**src/rtl/serial_uart_bridge.sv**
```systemverilog
// rtl/serial_uart_bridge.sv - byte-strobe to UART bridge with TX/RX FIFOs; optional even parity under `PARITY_EN
module serial_uart_bridge #(
  parameter int CLKS_PER_BIT = 16,
  parameter int FIFO_DEPTH   = 8,
  parameter int FIFO_AW      = 3
) (
  input  logic       clock,
  input  logic       reset,
  input  logic [7:0] tx_data_in,
  input  logic       tx_wren_in,
  input  logic       rx_rden_in,
  output logic [7:0] rx_data_out,
  output logic       rx_valid_out,
  output logic       tx_ready_out,
  output logic       uart_tx,
  input  logic       uart_rx,
  output logic       overrun_out,
`ifdef PARITY_EN
  output logic       parity_err_out,
`endif
  output logic       frame_err_out
);

  localparam int CW = (CLKS_PER_BIT > 1) ? $clog2(CLKS_PER_BIT) : 1;
  localparam logic [CW-1:0]    CNT_LAST  = CW'(CLKS_PER_BIT - 1);
  localparam logic [CW-1:0]    CNT_MID   = CW'(CLKS_PER_BIT / 2 - 1);
  localparam logic [FIFO_AW:0] FIFO_FULL = (FIFO_AW + 1)'(FIFO_DEPTH);

  typedef enum logic [2:0] {
    ST_IDLE,
    ST_START,
    ST_DATA,
`ifdef PARITY_EN
    ST_PARITY,
`endif
    ST_STOP
  } state_t;

  // ---------------- TX FIFO ----------------
  logic [7:0]         tx_mem [FIFO_DEPTH];
  logic [FIFO_AW-1:0] tx_wr_ptr, tx_rd_ptr;
  logic [FIFO_AW:0]   tx_count;
  logic               tx_push, tx_pop;

  assign tx_ready_out = (tx_count != FIFO_FULL);
  assign tx_push      = tx_wren_in && tx_ready_out;

  // TX FIFO storage, pointers and occupancy; push and pop may coincide
  always_ff @(posedge clock) begin
    if (!reset) begin
      tx_wr_ptr <= '0;
      tx_rd_ptr <= '0;
      tx_count  <= '0;
    end else begin
      if (tx_push) begin
        tx_mem[tx_wr_ptr] <= tx_data_in;
        tx_wr_ptr         <= tx_wr_ptr + 1'b1;
      end
      if (tx_pop) tx_rd_ptr <= tx_rd_ptr + 1'b1;
      case ({tx_push, tx_pop})
        2'b10:   tx_count <= tx_count + 1'b1;
        2'b01:   tx_count <= tx_count - 1'b1;
        default: ;
      endcase
    end
  end

  // ---------------- TX serializer ----------------
  state_t          tx_state_q, tx_state_d;
  logic [CW-1:0]   tx_cnt_q, tx_cnt_d;
  logic [2:0]      tx_bit_q, tx_bit_d;
  logic [7:0]      tx_shift_q, tx_shift_d;
  logic            tx_line_d;
  logic            tx_cnt_last;
`ifdef PARITY_EN
  logic            tx_par_q, tx_par_d;
`endif

  assign tx_cnt_last = (tx_cnt_q == CNT_LAST);

  // TX state register; the line itself is registered so it changes on the load edge
  always_ff @(posedge clock) begin
    if (!reset) begin
      tx_state_q <= ST_IDLE;
      tx_cnt_q   <= '0;
      tx_bit_q   <= '0;
      tx_shift_q <= '0;
      uart_tx    <= 1'b1;
`ifdef PARITY_EN
      tx_par_q   <= 1'b0;
`endif
    end else begin
      tx_state_q <= tx_state_d;
      tx_cnt_q   <= tx_cnt_d;
      tx_bit_q   <= tx_bit_d;
      tx_shift_q <= tx_shift_d;
      uart_tx    <= tx_line_d;
`ifdef PARITY_EN
      tx_par_q   <= tx_par_d;
`endif
    end
  end

  // TX next state: load from FIFO in IDLE or straight after STOP so frames run back to back
  always_comb begin
    tx_state_d = tx_state_q;
    tx_cnt_d   = tx_cnt_q;
    tx_bit_d   = tx_bit_q;
    tx_shift_d = tx_shift_q;
    tx_line_d  = uart_tx;
    tx_pop     = 1'b0;
`ifdef PARITY_EN
    tx_par_d   = tx_par_q;
`endif
    case (tx_state_q)
      ST_IDLE: begin
        tx_line_d = 1'b1;
        if (tx_count != '0) begin
          tx_pop     = 1'b1;
          tx_shift_d = tx_mem[tx_rd_ptr];
`ifdef PARITY_EN
          tx_par_d   = ^tx_mem[tx_rd_ptr];
`endif
          tx_cnt_d   = '0;
          tx_line_d  = 1'b0;
          tx_state_d = ST_START;
        end
      end
      ST_START: begin
        tx_cnt_d = tx_cnt_q + 1'b1;
        if (tx_cnt_last) begin
          tx_cnt_d   = '0;
          tx_bit_d   = '0;
          tx_line_d  = tx_shift_q[0];
          tx_state_d = ST_DATA;
        end
      end
      ST_DATA: begin
        tx_cnt_d = tx_cnt_q + 1'b1;
        if (tx_cnt_last) begin
          tx_cnt_d = '0;
          if (tx_bit_q == 3'd7) begin
`ifdef PARITY_EN
            tx_line_d  = tx_par_q;
            tx_state_d = ST_PARITY;
`else
            tx_line_d  = 1'b1;
            tx_state_d = ST_STOP;
`endif
          end else begin
            tx_bit_d   = tx_bit_q + 1'b1;
            tx_shift_d = tx_shift_q >> 1;
            tx_line_d  = tx_shift_q[1];
          end
        end
      end
`ifdef PARITY_EN
      ST_PARITY: begin
        tx_cnt_d = tx_cnt_q + 1'b1;
        if (tx_cnt_last) begin
          tx_cnt_d   = '0;
          tx_line_d  = 1'b1;
          tx_state_d = ST_STOP;
        end
      end
`endif
      ST_STOP: begin
        tx_cnt_d = tx_cnt_q + 1'b1;
        if (tx_cnt_last) begin
          tx_cnt_d = '0;
          if (tx_count != '0) begin
            tx_pop     = 1'b1;
            tx_shift_d = tx_mem[tx_rd_ptr];
`ifdef PARITY_EN
            tx_par_d   = ^tx_mem[tx_rd_ptr];
`endif
            tx_line_d  = 1'b0;
            tx_state_d = ST_START;
          end else begin
            tx_line_d  = 1'b1;
            tx_state_d = ST_IDLE;
          end
        end
      end
      default: begin
        tx_line_d  = 1'b1;
        tx_state_d = ST_IDLE;
      end
    endcase
  end

  // ---------------- RX synchronizer ----------------
  logic rx_meta, rx_sync, rx_last;
  logic rx_fall;

  // Two-flop synchronizer plus one history flop for falling-edge detection
  always_ff @(posedge clock) begin
    if (!reset) begin
      rx_meta <= 1'b1;
      rx_sync <= 1'b1;
      rx_last <= 1'b1;
    end else begin
      rx_meta <= uart_rx;
      rx_sync <= rx_meta;
      rx_last <= rx_sync;
    end
  end

  assign rx_fall = rx_last && !rx_sync;

  // ---------------- RX deserializer ----------------
  state_t        rx_state_q, rx_state_d;
  logic [CW-1:0] rx_cnt_q, rx_cnt_d;
  logic [2:0]    rx_bit_q, rx_bit_d;
  logic [7:0]    rx_shift_q, rx_shift_d;
  logic          rx_cnt_last;
  logic          rx_push, rx_frame_set;
`ifdef PARITY_EN
  logic          rx_par_bad_q, rx_par_bad_d;
  logic          rx_par_set;
`endif

  assign rx_cnt_last = (rx_cnt_q == CNT_LAST);

  // RX state register; reset drops any partially assembled byte
  always_ff @(posedge clock) begin
    if (!reset) begin
      rx_state_q   <= ST_IDLE;
      rx_cnt_q     <= '0;
      rx_bit_q     <= '0;
      rx_shift_q   <= '0;
`ifdef PARITY_EN
      rx_par_bad_q <= 1'b0;
`endif
    end else begin
      rx_state_q   <= rx_state_d;
      rx_cnt_q     <= rx_cnt_d;
      rx_bit_q     <= rx_bit_d;
      rx_shift_q   <= rx_shift_d;
`ifdef PARITY_EN
      rx_par_bad_q <= rx_par_bad_d;
`endif
    end
  end

  // RX next state: half-bit wait to centre on the start bit, then whole-bit steps
  always_comb begin
    rx_state_d   = rx_state_q;
    rx_cnt_d     = rx_cnt_q;
    rx_bit_d     = rx_bit_q;
    rx_shift_d   = rx_shift_q;
    rx_push      = 1'b0;
    rx_frame_set = 1'b0;
`ifdef PARITY_EN
    rx_par_bad_d = rx_par_bad_q;
    rx_par_set   = 1'b0;
`endif
    case (rx_state_q)
      ST_IDLE: begin
        if (rx_fall) begin
          rx_cnt_d   = '0;
          rx_state_d = ST_START;
        end
      end
      ST_START: begin
        rx_cnt_d = rx_cnt_q + 1'b1;
        if (rx_cnt_q == CNT_MID) begin
          rx_cnt_d   = '0;
          rx_bit_d   = '0;
          rx_state_d = rx_sync ? ST_IDLE : ST_DATA;
        end
      end
      ST_DATA: begin
        rx_cnt_d = rx_cnt_q + 1'b1;
        if (rx_cnt_last) begin
          rx_cnt_d   = '0;
          rx_shift_d = {rx_sync, rx_shift_q[7:1]};
          rx_bit_d   = rx_bit_q + 1'b1;
          if (rx_bit_q == 3'd7) begin
`ifdef PARITY_EN
            rx_state_d = ST_PARITY;
`else
            rx_state_d = ST_STOP;
`endif
          end
        end
      end
`ifdef PARITY_EN
      ST_PARITY: begin
        rx_cnt_d = rx_cnt_q + 1'b1;
        if (rx_cnt_last) begin
          rx_cnt_d     = '0;
          rx_par_bad_d = (rx_sync != ^rx_shift_q);
          rx_state_d   = ST_STOP;
        end
      end
`endif
      ST_STOP: begin
        rx_cnt_d = rx_cnt_q + 1'b1;
        if (rx_cnt_last) begin
          rx_cnt_d   = '0;
          rx_state_d = ST_IDLE;
          if (!rx_sync) begin
            rx_frame_set = 1'b1;
`ifdef PARITY_EN
          end else if (rx_par_bad_q) begin
            rx_par_set = 1'b1;
`endif
          end else begin
            rx_push = 1'b1;
          end
        end
      end
      default: rx_state_d = ST_IDLE;
    endcase
  end

  // ---------------- RX FIFO ----------------
  logic [7:0]         rx_mem [FIFO_DEPTH];
  logic [FIFO_AW-1:0] rx_wr_ptr, rx_rd_ptr;
  logic [FIFO_AW:0]   rx_count;
  logic               rx_empty, rx_full, rx_pop, rx_wr, rx_overrun_set;

  assign rx_empty       = (rx_count == '0);
  assign rx_full        = (rx_count == FIFO_FULL);
  assign rx_pop         = rx_rden_in && !rx_empty;
  assign rx_wr          = rx_push && (!rx_full || rx_pop);
  assign rx_overrun_set = rx_push && rx_full && !rx_pop;
  assign rx_valid_out   = !rx_empty;
  assign rx_data_out    = rx_empty ? 8'h00 : rx_mem[rx_rd_ptr];

  // RX FIFO storage; a full FIFO still accepts a byte when the head leaves on the same edge
  always_ff @(posedge clock) begin
    if (!reset) begin
      rx_wr_ptr <= '0;
      rx_rd_ptr <= '0;
      rx_count  <= '0;
    end else begin
      if (rx_wr) begin
        rx_mem[rx_wr_ptr] <= rx_shift_q;
        rx_wr_ptr         <= rx_wr_ptr + 1'b1;
      end
      if (rx_pop) rx_rd_ptr <= rx_rd_ptr + 1'b1;
      case ({rx_wr, rx_pop})
        2'b10:   rx_count <= rx_count + 1'b1;
        2'b01:   rx_count <= rx_count - 1'b1;
        default: ;
      endcase
    end
  end

  // Sticky error flags, cleared only by reset
  always_ff @(posedge clock) begin
    if (!reset) begin
      overrun_out    <= 1'b0;
      frame_err_out  <= 1'b0;
`ifdef PARITY_EN
      parity_err_out <= 1'b0;
`endif
    end else begin
      if (rx_overrun_set) overrun_out    <= 1'b1;
      if (rx_frame_set)   frame_err_out  <= 1'b1;
`ifdef PARITY_EN
      if (rx_par_set)     parity_err_out <= 1'b1;
`endif
    end
  end

endmodule

```
**config.mk**
```make
export PLATFORM = sky130hd
export DESIGN_NAME = serial_uart_bridge
export DESIGN_NICKNAME = d
export VERILOG_FILES = /design/src/rtl/serial_uart_bridge.sv
export SDC_FILE = /design/constraint.sdc
export NUM_CORES = 1
export LEC_CHECK = 0
export BUFFER_PORTS_ARGS = -buffer_cell sky130_fd_sc_hd__buf_2
export CELL_PAD_IN_SITES_DETAIL_PLACEMENT = 0
export CELL_PAD_IN_SITES_GLOBAL_PLACEMENT = 1
export CORE_UTILIZATION = 47
export DETAILED_ROUTE_END_ITERATION = 8
export PLACE_DENSITY = 0.81
export SLEW_MARGIN = 25
export SYNTH_ARGS = -nofsm -noshare
export SYNTH_HDL_FRONTEND = slang
export SYNTH_SLANG_ARGS = --single-unit
```
**constraint.sdc**
```tcl
create_clock -name clock -period 2.4 [get_ports clock]
set_input_delay 0.36 -clock clock [delete_from_list [all_inputs] [get_ports clock]]
set_output_delay 0.36 -clock clock [all_outputs]
set_load 0.01 [all_outputs]
```
# Yosys cells after proc, flatten, opt, wreduce, memory -nomap -nowiden

Memories as Yosys holds them, arrays and structs flattened. A register that Yosys moved wholly into a read port is not among the register bits.
Index checks and enable logic that the tools add are counted.
W data, S select, Z words.

Multiplexer cells: 61
Multipliers: 0
Order comparisons: 0
Bitwise operators: 0
$add $sub $neg: 12
Reductions and logical operators: 33
Eq/ne operators: 28
Shift operators: 0
Divide/modulo/power cells: 0

Operator list:

| cell                  | count |
|---|---|
| $mux W3               | 19 |
| $mux W8               | 5 |
| $pmux W3 S4           | 2 |
| $pmux W4 S2           | 3 |
| $pmux W8 S3           | 1 |
| $ne A2 B2 Y1 const B  | 11 |
| $mux W1               | 20 |
| $mux W4               | 5 |
| $add A3 B1 Y3 const B | 6 |
| $add A4 B1 Y4 const B | 4 |
| $eq A3 B2 Y1 const B  | 4 |
| $eq A4 B4 Y1 const B  | 3 |
| $pmux W3 S2           | 2 |
| $pmux W4 S3           | 1 |
| $reduce_and A5 Y1     | 2 |
| $reduce_bool A2 Y1    | 5 |
| $reduce_and A4 Y1     | 2 |
| $sub A4 B1 Y4 const B | 2 |
| $eq A3 B1 Y1 const B  | 2 |
| $eq A3 B3 Y1 const B  | 2 |
| $logic_and A1 B1 Y1   | 6 |
| $logic_not A3 Y1      | 2 |
| $reduce_and A2 Y1     | 3 |
| $reduce_and A3 Y1     | 2 |
| 14 further kinds      | 20 |

ROM bits: 0
Input port bits: 13
Logic and storage cells: 156
Bits in latches: 0
Output and inout bits: 13
Bits in registers: 62
RAM bits: 128
Memories kept: 2

Memory list:

| name   | depth | width | rd ports | clocked after memory_dff | wr ports | RTL line | text |
|---|---|---|---|---|---|---|---|
| rx_mem | 8     | 8     | 1        | 1                        | 1        | 319      | `logic [7:0] rx_mem [FIFO_DEPTH];` |
| tx_mem | 8     | 8     | 1        | 1                        | 1        | 40       | `logic [7:0] tx_mem [FIFO_DEPTH];` |

# Depth between registers and ports, before layout

Depth in word-level cells: 8
Depth in mapped cells: 12
Depth with buffers taken out: 11

# Worst setup path after synthesis

No wires, ideal clock.

Kind: flip-flop to flip-flop
From: register tx_state_q[0]
To: register tx_count[2]
Library setup time: 76 ps
Cell stages (with the launch flop): 11
Buffers on the path: 0
Data required time: 2324 ps
Clock period less this slack: 2566 ps
Setup slack: -166 ps
Data arrival time: 2490 ps
Cells stage by stage: dfxtp_1 -> inv_1 -> ha_1 -> nor3_1 -> ha_1 -> xor2_1 -> ha_1 -> a21oi_1 -> xor2_1 -> or3_1 -> a21boi_0

Word-level cells in the longest chain between the ends: 4
Elaborated cells on any way between the ends: 7
Those cells by class: eq/ne: 3; mux: 2; reduce/logical: 2

Ends and longest elaborated chain:

| element                                           | RTL line | text |
|---|---|---|
| from (decl)                                       | 69       | `state_t tx_state_q, tx_state_d;` |
| from (signal assigned)                            | 93       | `tx_state_q <= tx_state_d;` |
| $eq A3 B2 Y1 or $logic_not A3 Y1 (tied branches)  | 115      | `case (tx_state_q)` |
| $pmux W1 S2 *                                     | 115      |  |
| named net tx_pop                                  | 43       | `logic tx_push, tx_pop;` |
| $eq A2 B1 Y1 or $eq A2 B2 Y1 (tied branches)      | 60       | `case ({tx_push, tx_pop})` |
| $pmux W4 S2 or $reduce_bool A2 Y1 (tied branches) | n/a      |  |
| to (signal assigned)                              | 61       | `2'b10: tx_count <= tx_count + 1'b1;` |
| to (signal assigned)                              | 62       | `2'b01: tx_count <= tx_count - 1'b1;` |
| to (decl)                                         | 42       | `logic [FIFO_AW:0] tx_count;` |

Mark *: on every way through the listed nets, which the timed path passes. The rest lies on a longest branch.
A chain may end at the register's enable or synchronous reset.

# Worst setup path in the final report

From: register rx_cnt_q[0]
To: register rx_count[3]

Word-level cells in the longest chain between the ends: 6
Elaborated cells on any way between the ends: 8
Those cells by class: eq/ne: 3; mux: 3; reduce/logical: 2

Ends and longest elaborated chain:

| element                                           | RTL line | text |
|---|---|---|
| from (decl)                                       | 213      | `logic [CW-1:0] rx_cnt_q, rx_cnt_d;` |
| from (signal assigned)                            | 237      | `rx_cnt_q <= rx_cnt_d;` |
| $eq A4 B4 Y1 *                                    | 223      | `assign rx_cnt_last = (rx_cnt_q == CNT_LAST);` |
| $mux W1 *                                         | 300      | `if (rx_cnt_last) begin` |
| $mux W1 *                                         | 258      | `case (rx_state_q)` |
| $logic_and A1 B1 Y1 *                             | 327      | `assign rx_wr = rx_push && (!rx_full \|\| rx_pop);` |
| $eq A2 B1 Y1 or $eq A2 B2 Y1 (tied branches)      | 344      | `case ({rx_wr, rx_pop})` |
| $pmux W4 S2 or $reduce_bool A2 Y1 (tied branches) | n/a      |  |
| to (signal assigned)                              | 345      | `2'b10: rx_count <= rx_count + 1'b1;` |
| to (signal assigned)                              | 346      | `2'b01: rx_count <= rx_count - 1'b1;` |
| to (decl)                                         | 321      | `logic [FIFO_AW:0] rx_count;` |

Mark *: on every way between the ends. The rest lies on a longest branch, timed or not.

==> metrics.cfg <==
[route]
postRouteWirelength_um=15100
ant_nets=0
route.detailed.drc=0
routedWlPerCell_um=17.7
avgViaCountPerCell=5.56
via_count=4739
drt_iter0_markers=304
drt-pass1-iter-count=4

[logic_synthesis]
syn_nets=597
synth-async-reset-ratio_pct=0
synth-seq-area-share_pct=63.2
synth_top_flop_cell=edfxtp_1
synth-warning-count=0
yosys-top-cells-count=edfxtp_1 (128), dfxtp_1 (66), nor2_1 (56)
synth_area_per_cell_sq_um=14.5
synth_top_area_share_pct=47.0
ys_ff_latch=194
synth_largest_area_cell=edfxtp_1
synth-edff-count=128
netlist_area_sq_um=8180
synthCells=562
synth.most_common_cell=edfxtp_1
ys_types=62
synthTopCellsByArea=edfxtp_1 (47%), dfxtp_1 (16%), mux4_2 (5.0%)

[clock_network]
cts_tree=built
holdBufCountCts=0
cts_max_path_buffers=2
numCtsBuffers=17
root_buffer=clkbuf_16
clock_latency_ps=420
clkTransAtPathRegs_ps=70
htreeDepth=4
cts_sinks=194

[floorplanning]
die_w_um=134
boundaryPins=26
rows=47
coreArea_sq_um=16800
start_util_pct=48.8
die_y_um=134
dieArea_sq_um=17900

[timing]
fmax_mhz=437
min_period_ps=2290
max-slew-margin-rel_pct=57.6
drv_slew=0
finalCritPeriodShare_pct=95.3
hold-worst-slack_ps=112
hold_viol=0
finClkSkew_ps=10.9
setup_viol=0
worst_pin_slew_ps=635
fin_ws_ps=113
rsz0062_at_grt=no

[grt]
grt_pass1_wl_um=24500
grt_usage_pct=18.0
grt_pass1_vias=4746
overflow=0
grt_max_degree=53
antenna_found_initial=0

[run_status]
status=finished, final reports clean

[finish]
n_antenna_cell=0
nNetsFinal=655
syn_to_final_growth_pct=15.1
drive_gt1_share_pct=23.9

[power]
power_density_nw_per_um2=892
p_leak_nw=3.27
max-vdd-ir-drop_mv=0.741

[placed_design]
hpwl_um=9790
pre_cts_slack_ps=-3.06
gp_congestion=0.744
portBuffers=25

[critical_path]
critPathLaunchType=flip-flop
worstSetupPathType=reg -> reg
end_kind=flip-flop
crit_fanout=3
crit_arrival_ps=2550
critical_path_required_ps=2670

[run]
drv_cap=0

[hold_path]
holdCritPathClass=in -> reg

[flip-flops by register name, indices dropped and copies added, names as in the netlist, 2 cells and up, named ones only]
| name | count |
|---|---|
| rx_bit_q | 3 |
| rx_cnt_q | 4 |
| rx_count | 4 |
| rx_mem | 64 |
| rx_rd_ptr | 3 |
| rx_shift_q | 8 |
| rx_state_q | 2 |
| rx_wr_ptr | 3 |
| tx_bit_q | 3 |
| tx_cnt_q | 4 |
| tx_count | 4 |
| tx_mem | 64 |
| tx_rd_ptr | 3 |
| tx_shift_q | 8 |
| tx_state_q | 2 |
| tx_wr_ptr | 3 |
[placed cells by master, fill, tap and decap left out, types with 9 or more instances in the layout]
cell,synthesis,routed
edfxtp_1,128,128
dfxtp_1,66,60
nor2_1,56,56
buf_4,0,40
nand2_1,36,36
buf_2,9,25
mux2i_1,24,24
ha_1,21,19
mux4_2,18,18
a21oi_1,17,17
clkbuf_16,0,17
nand3_1,16,15
o21ai_0,15,14
mux4_1,14,14
xor2_1,10,10
a22oi_1,10,10
mux2_2,10,10
nor3_1,11,9
[kinds of logic (layout without fill, tap and decap cells)]
family                   after synthesis  in the layout  share of synthesized area (%)
buffers and inverters                 36            107                           2.17
AND/OR/NAND/NOR                      159            159                           9.96
multiplexers                          66             66                           13.8
XOR/XNOR                              15             15                           1.61
AO/OA/AOI/OAI                         70             70                           5.86
adder cells (fa/ha/maj)               22             22                           3.46
flip-flops                           194            194                           63.2
[cell type report]
cell class | instances | area [sq um]
Clock buffer | 20 | 437
Clock inverter | 12 | 155
Fill cell | 1285 | 7350
Inverter | 9 | 33.8
Multi-Input combinational cell | 332 | 2900
Sequential cell | 194 | 5170
Tap cell | 220 | 275
Timing Repair Buffer | 66 | 437
[path summary, 6_finish.rpt]
| check | start | endpoint | slack, ps | cells past startpoint |
|---|---|---|---|---|
| setup / recovery | rx_cnt_q[0] | rx_count[3] | 110 | 11 |
| setup reg to reg | rx_cnt_q[0] | rx_count[3] | 110 | 11 |
| hold reg to reg | rx_meta | rx_sync | 410 | 1 |
| hold / removal | uart_rx | rx_meta | 110 | 2 |
[power by group]
group	switching [mW]	internal, mW	total, mW
Sequential	0.181	3.75	3.93
Clock	1.16	1.64	2.81
Combinational	0.883	0.775	1.66
[stage by stage]
stage | cells | setup TNS [ps] | instance area (sq um) | util [%] | total power, mW
after floorplan | 562 | 0 | 8190 | - | 5.11
after global placement | 819 | 0 | 8740 | 52.2 | 5.46
after detailed placement | 819 | -3.06 | 8740 | 52.2 | 5.53
after CTS | 851 | 0 | 9360 | 55.8 | 8.38
after global routing | 853 | 0 | 9410 | 56.2 | 8.79
final | 853 | 0 | 9410 | 56.2 | 8.39
[critical path, cell delays in order, from the launching register on]
cell      delay, ps
dfxtp_2         350
ha_1            180
and4_4          250
nand3_2         110
nand3_2         120
inv_2            60
ha_1            280
a21o_1          190
a21oi_1         180
nor2_1           80
mux2_2          210
o311ai_0        110
[repair_timing]
action,4_1_cts,5_1_grt
pin swaps,0,4
gates resized for setup,4,14
setup endpoints to repair,2,4
setup buffers,0,2
[layer usage]
metal  GRT usage (%)  share of wire, %  vias up
met5               0                 0        -
li1                -                 -     2261
met4            6.50               1.3        0
met2            31.1                52       93
met3            3.70               3.1       15
met1            22.3                43     2370
No activity file was read; power rests on OpenSTA's default activity.
